[src/rtl/vsim_send_fifo_if.sv]
// Beat intake and host word-delivery bundle for vsim_send_fifo.
// The host side stands in for the msgSend ready/enq calls, sampled at posedge.
interface vsim_send_fifo_if #(
  parameter int width = 32
);
  logic             enq__ENA;
  logic [width-1:0] enq_v;
  logic             enq_last;
  logic             enq__RDY;
  logic             msg_ready;
  logic             msg_enq;
  logic [31:0]      msg_chan;
  logic [31:0]      msg_data;
  logic             msg_last;

  modport slave (
    input  enq__ENA,
    input  enq_v,
    input  enq_last,
    input  msg_ready,
    output enq__RDY,
    output msg_enq,
    output msg_chan,
    output msg_data,
    output msg_last
  );

  modport master (
    output enq__ENA,
    output enq_v,
    output enq_last,
    output msg_ready,
    input  enq__RDY,
    input  msg_enq,
    input  msg_chan,
    input  msg_data,
    input  msg_last
  );
endinterface

[src/rtl/vsim_send_fifo.sv]
// Host-bound message sender: DEPTH-entry beat FIFO drained to the host
// one 32-bit word per cycle, least-significant word first.
module vsim_send_fifo #(
  parameter int width = 32,
  parameter int DEPTH = 4,
  parameter int CHAN  = 0
) (
  input  logic                       CLK,
  input  logic                       nRST,
  vsim_send_fifo_if.slave            io,
  output logic [$clog2(DEPTH+1)-1:0] fifo_count,
  output logic                       busy,
  output logic                       overflow_err,
  output logic [31:0]                sent_words
);
  localparam int WORDS = width / 32;
  localparam int AW    = $clog2(DEPTH);
  localparam int CW    = $clog2(DEPTH + 1);
  localparam int IW    = (WORDS > 1) ? $clog2(WORDS) : 1;

  typedef struct packed {
    logic             last;
    logic [width-1:0] v;
  } entry_t;

  typedef enum logic {
    IDLE,
    SEND
  } state_t;

  entry_t              mem [DEPTH];
  entry_t              hold;
  logic [AW-1:0]       wptr;
  logic [AW-1:0]       rptr;
  logic [CW-1:0]       count;
  logic [IW-1:0]       idx;
  logic [IW-1:0]       idx_n;
  state_t              state;
  state_t              state_n;
  logic                rdy;
  logic                acc;
  logic                drop;
  logic                pop;
  logic                call;
  logic                last_word;
  logic [(1<<IW)-1:0][31:0] hv;

  assign rdy       = (count != CW'(DEPTH));
  assign acc       = io.enq__ENA && rdy;
  assign drop      = io.enq__ENA && !rdy;
  assign last_word = (idx == IW'(WORDS - 1));

  always_comb begin
    hv = '0;
    for (int i = 0; i < WORDS; i++) begin
      hv[i] = hold.v[i*32 +: 32];
    end
  end

  always_comb begin
    state_n = state;
    idx_n   = idx;
    pop     = 1'b0;
    call    = 1'b0;
    unique case (state)
      IDLE: begin
        if (count != '0) begin
          pop     = 1'b1;
          idx_n   = '0;
          state_n = SEND;
        end
      end
      SEND: begin
        if (io.msg_ready) begin
          call = 1'b1;
          if (!last_word) begin
            idx_n = idx + IW'(1);
          end else if (count != '0) begin
            pop   = 1'b1;
            idx_n = '0;
          end else begin
            state_n = IDLE;
          end
        end
      end
    endcase
  end

  always_ff @(posedge CLK or negedge nRST) begin
    if (!nRST) begin
      for (int i = 0; i < DEPTH; i++) begin
        mem[i] <= '0;
      end
      hold         <= '0;
      wptr         <= '0;
      rptr         <= '0;
      count        <= '0;
      idx          <= '0;
      state        <= IDLE;
      overflow_err <= 1'b0;
      sent_words   <= '0;
    end else begin
      if (acc) begin
        mem[wptr] <= '{last: io.enq_last, v: io.enq_v};
        wptr      <= wptr + AW'(1);
      end
      if (drop) begin
        overflow_err <= 1'b1;
      end
      if (pop) begin
        hold <= mem[rptr];
        rptr <= rptr + AW'(1);
      end
      if (call) begin
        sent_words <= sent_words + 32'd1;
      end
      count <= count + CW'(acc) - CW'(pop);
      idx   <= idx_n;
      state <= state_n;
    end
  end

`ifdef YOSYS
  assign io.enq__RDY = 1'b1;
  assign io.msg_enq  = 1'b0;
  assign io.msg_chan = '0;
  assign io.msg_data = '0;
  assign io.msg_last = 1'b0;
  assign fifo_count  = '0;
  assign busy        = 1'b0;
`else
  assign io.enq__RDY = nRST && rdy;
  assign io.msg_enq  = nRST && call;
  assign io.msg_chan = 32'(CHAN);
  assign io.msg_data = hv[idx];
  assign io.msg_last = hold.last && last_word;
  assign fifo_count  = count;
  assign busy        = (state == SEND);
`endif
endmodule

[src/flat_wrapper.sv]
// flat-port wrapper written by rule: the top's interface ports become plain ports
module vsim_send_fifo_flat 
#(
  parameter int width = 32,
  parameter int DEPTH = 4,
  parameter int CHAN  = 0
)
  (CLK, nRST, fifo_count, busy, overflow_err, sent_words, io_enq__ENA, io_enq_v, io_enq_last, io_msg_ready, io_enq__RDY, io_msg_enq, io_msg_chan, io_msg_data, io_msg_last);
  vsim_send_fifo_if #(.width(width)) io_i ();
  input  logic CLK;
  input  logic nRST;
  output logic [$clog2(DEPTH+1)-1:0] fifo_count;
  output logic busy;
  output logic overflow_err;
  output logic [31:0] sent_words;
  input wire logic [$bits(io_i.enq__ENA)-1:0] io_enq__ENA;
  input wire logic [$bits(io_i.enq_v)-1:0] io_enq_v;
  input wire logic [$bits(io_i.enq_last)-1:0] io_enq_last;
  input wire logic [$bits(io_i.msg_ready)-1:0] io_msg_ready;
  output wire logic [$bits(io_i.enq__RDY)-1:0] io_enq__RDY;
  output wire logic [$bits(io_i.msg_enq)-1:0] io_msg_enq;
  output wire logic [$bits(io_i.msg_chan)-1:0] io_msg_chan;
  output wire logic [$bits(io_i.msg_data)-1:0] io_msg_data;
  output wire logic [$bits(io_i.msg_last)-1:0] io_msg_last;
  assign io_i.enq__ENA = io_enq__ENA;
  assign io_i.enq_v = io_enq_v;
  assign io_i.enq_last = io_enq_last;
  assign io_i.msg_ready = io_msg_ready;
  assign io_enq__RDY = io_i.enq__RDY;
  assign io_msg_enq = io_i.msg_enq;
  assign io_msg_chan = io_i.msg_chan;
  assign io_msg_data = io_i.msg_data;
  assign io_msg_last = io_i.msg_last;
  vsim_send_fifo #(.width(width), .DEPTH(DEPTH), .CHAN(CHAN)) u_core (.CLK(CLK), .nRST(nRST), .io(io_i), .fifo_count(fifo_count), .busy(busy), .overflow_err(overflow_err), .sent_words(sent_words));
endmodule
[config.mk]
export PLATFORM = sky130hd
export DESIGN_NAME = vsim_send_fifo_flat
export DESIGN_NICKNAME = d
export VERILOG_FILES = /design/src/rtl/vsim_send_fifo_if.sv /design/src/rtl/vsim_send_fifo.sv /design/src/flat_wrapper.sv
export SDC_FILE = /design/constraint.sdc
export NUM_CORES = 1
export LEC_CHECK = 0
export BUFFER_PORTS_ARGS = -buffer_cell sky130_fd_sc_hd__buf_2
export CAP_MARGIN = 20
export CELL_PAD_IN_SITES_DETAIL_PLACEMENT = 0
export CELL_PAD_IN_SITES_GLOBAL_PLACEMENT = 1
export CORE_ASPECT_RATIO = 0.9
export CORE_MARGIN = 10
export CORE_UTILIZATION = 30
export CTS_CLUSTER_SIZE = 30
export DETAILED_ROUTE_END_ITERATION = 10
export PLACE_DENSITY_LB_ADDON = 0.15
export SYNTH_ARGS = -nofsm -noshare
export SYNTH_HDL_FRONTEND = slang
export SYNTH_SLANG_ARGS = --single-unit
[constraint.sdc]
create_clock -name CLK -period 3.2 [get_ports CLK]
set_input_delay 0.64 -clock CLK [delete_from_list [all_inputs] [get_ports CLK]]
set_output_delay 0.64 -clock CLK [all_outputs]
set_load 0.03 [all_outputs]
==> flow_summary.toml <==
[place]
dpl_worst_slack_ns = 0.912
hpwlAfterDp_mm = 14.1
gp_congestion = 0.705
io_buffer_count = 108
place_area_um2 = 9970

[detailed_routing]
drt-initial-drc-count = 238
via_count = 5109
ant_nets = 0
drt-total-wl_mm = 21.8
wl_per_cell_um = 19.3
firstDrtPassIters = 5
drc_errors = 0
viasPerCell = 4.53

[floorplan]
die_h_um = 186
core_area_um2 = 30000
start_util_pct = 30.6
pin_count = 141
die_area_um2 = 38100
rows = 60
die_width_um = 205

[clock_tree]
clk_latency_ns = 0.51
cts-hold-fix-buffers = 0
path_clk_slew_ns = 0.06
cts_setup_buffers = 0
cts_buffers = 25
cts_resized = 0
tritoncts = "done"
cts_sinks = 206
htree_levels = 1
clock-root-buffer = "clkbuf_16"
cts_buffer_depth = 3

[power_and_ir_drop]
power_density_nw_per_um2 = 1070
power.leakage_nw = 4.91
pwr-share-clk_pct = 25.2
p_comb_share_pct = 35.9
power_switching_w = 0.00377
p_total_w = 0.0116
swShare_pct = 32.6
peakVddDrop_mv = 0.509
p_int_w = 0.00779
sequentialPowerShare_pct = 38.9

[finish]
layout_common_cells = "dfrtp_1 (204), mux2_2 (145), buf_2 (107)"
design_area_um2 = 10900
area_growth_pct = 18.1
n_fill_cell = 2943
final_common_cell = "dfrtp_1"
finalNetCount = 752
drive_gt1_share_pct = 48.3

[global_route]
grt_max_degree = 90
antenna_found_initial = 3
grt.total_usage_pct = 11.4
grt_pass1_vias = 5735
grt_pass1_wl_mm = 34.1
grt-ovfl-total = 0

[setup_path]
critPathRequiredTime_ns = 3.59
worstPathMaxFanout = 5
crit_type = "reg -> reg"
cp-start-kind = "register"
r2r_setup_slack_ns = 1.0
critical_path_arrival_ns = 2.60
end_kind = "register"

[sta]
rsz0062_at_grt = "false"
fin_setup_tns_ns = 0
maxSlewViolCount = 0
worst_slew_pin_slew_ns = 0.665
max_slew_margin_pct = 55.7
period_needed_ns = 2.20
hold_violations = 0
fin_crit_sh_pct = 68.9
skew_ns = 0.0105
holdWs_ns = 0.0659
fin_ws_ns = 0.996
setup_viol = 0
fmax_mhz = 454

[min_path]
hp-class = "in -> async"

[synthesis]
synth_area_per_cell_um2 = 15.7
yosysTopAreaCellShare_pct = 56.1
synth_warnings = 0
seq_area_frac_synth_pct = 56.1
syn-cell-area_um2 = 9190
yosysTopAreaCell = "dfrtp_1"
synth_cell_types = 33
synth_cells = 587
ys_seq_elements = 206
yosys-top-cells-area = "dfrtp_1 (56%), mux2_2 (18%), mux4_2 (8.1%)"

[status]
status = "finished clean"

[run]
maxCapViolCount = 0
## metal layers
layer	track usage (%)	wire length, um	up-vias
met2	19.6	10700	95
met3	2.69	1100	34
met1	14.1	9560	2682
met5	0	12	-
li1	-	-	2296
met4	2.93	395	2
## cells in the mapped netlist
library cell / instances
mux2_2: 145
nand4_1: 12
clkbuf_1: 2
o21ai_0: 2
conb_1: 1
xnor2_1: 28
buf_2: 1
buf_4: 34
a21o_1: 1
nor4_4: 3
buf_6: 18
mux4_2: 33
and3_1: 7
nand3_4: 1
nand4_2: 1
and4_1: 2
nor2_1: 5
ha_1: 7
a21oi_2: 1
inv_1: 9
nand3_1: 12
nor4_2: 1
mux2_1: 21
buf_1: 1
fa_1: 1
nand2_1: 12
nand2_4: 4
and2_1: 2
nor2b_1: 2
xor2_1: 8
nor3b_2: 1
nor3_1: 3
dfrtp_1: 206
## flip-flops by register name, summed over array words and instances (netlist names)
register	flops
u_core.busy	1
u_core.fifo_count	3
u_core.hold	33
u_core.mem	132
u_core.overflow_err	1
u_core.rptr	2
u_core.sent_words	32
u_core.wptr	2
## critical path: stages, from the launching register on
cell	delay [ns]
dfrtp_1	0.47
nor3_1	0.43
a21oi_4	0.05
ha_1	0.28
inv_1	0.05
ha_1	0.12
inv_1	0.05
fa_1	0.37
xnor2_1	0.15
xnor2_1	0.13
## cells by family after synthesis
logic type / share of synthesized area, %
adders and majority gates: 1.17
DFF: 56.1
other: 0.0408
and+or+nand+nor: 5.05
buffers and inverters: 5.53
muxes: 28.4
xor gates and xnor gates: 3.43
AOI/OAI and AO/OA: 0.286
## power groups by stage
stage | Combinational [W] | Sequential [W] | Clock (W)
3_5_place_dp | 0.00426 | 0.00456 | 0
4_1_cts | 0.00427 | 0.00452 | 0.00302
3_3_place_gp | 0.00416 | 0.00446 | 0
6_report | 0.00415 | 0.00450 | 0.00291
2_1_floorplan | 0.00291 | 0.00483 | 0
5_1_grt | 0.00453 | 0.00466 | 0.00312
## worst paths after layout
path | end | depth (start not counted) | startpoint
setup / recovery | u_core.fifo_count[2] | 9 | u_core.fifo_count[1]
hold / removal | u_core.hold[1] | 1 | nRST
setup reg to reg | u_core.fifo_count[2] | 9 | u_core.fifo_count[1]
hold reg to reg | u_core.overflow_err | 1 | u_core.overflow_err
max in group asynchronous | u_core.mem[83] | 3 | nRST
min in group CLK | u_core.overflow_err | 2 | io_enq__ENA
## cell type report
| type | instances | area [um^2] | area share (%) |
|---|---|---|---|
| Clock buffer | 36 | 737 | 6.79 |
| Clock inverter | 8 | 118 | 1.08 |
| Antenna cell | 2 | 5.00 | 0.0461 |
| Tap cell | 403 | 504 | 4.65 |
| Sequential cell | 206 | 5160 | 47.5 |
| Timing Repair Buffer | 118 | 644 | 5.94 |
| Inverter | 9 | 33.8 | 0.311 |
| Multi-Input combinational cell | 347 | 3650 | 33.7 |
## through the flow
stage	cells	util, %
6_report	1129	36.1
5_1_grt	1127	36.1
4_1_cts	1126	36.0
3_5_place_dp	1082	33.2
3_3_place_gp	1082	33.2
2_1_floorplan	618	-
(Power assumes the default switching activity.)
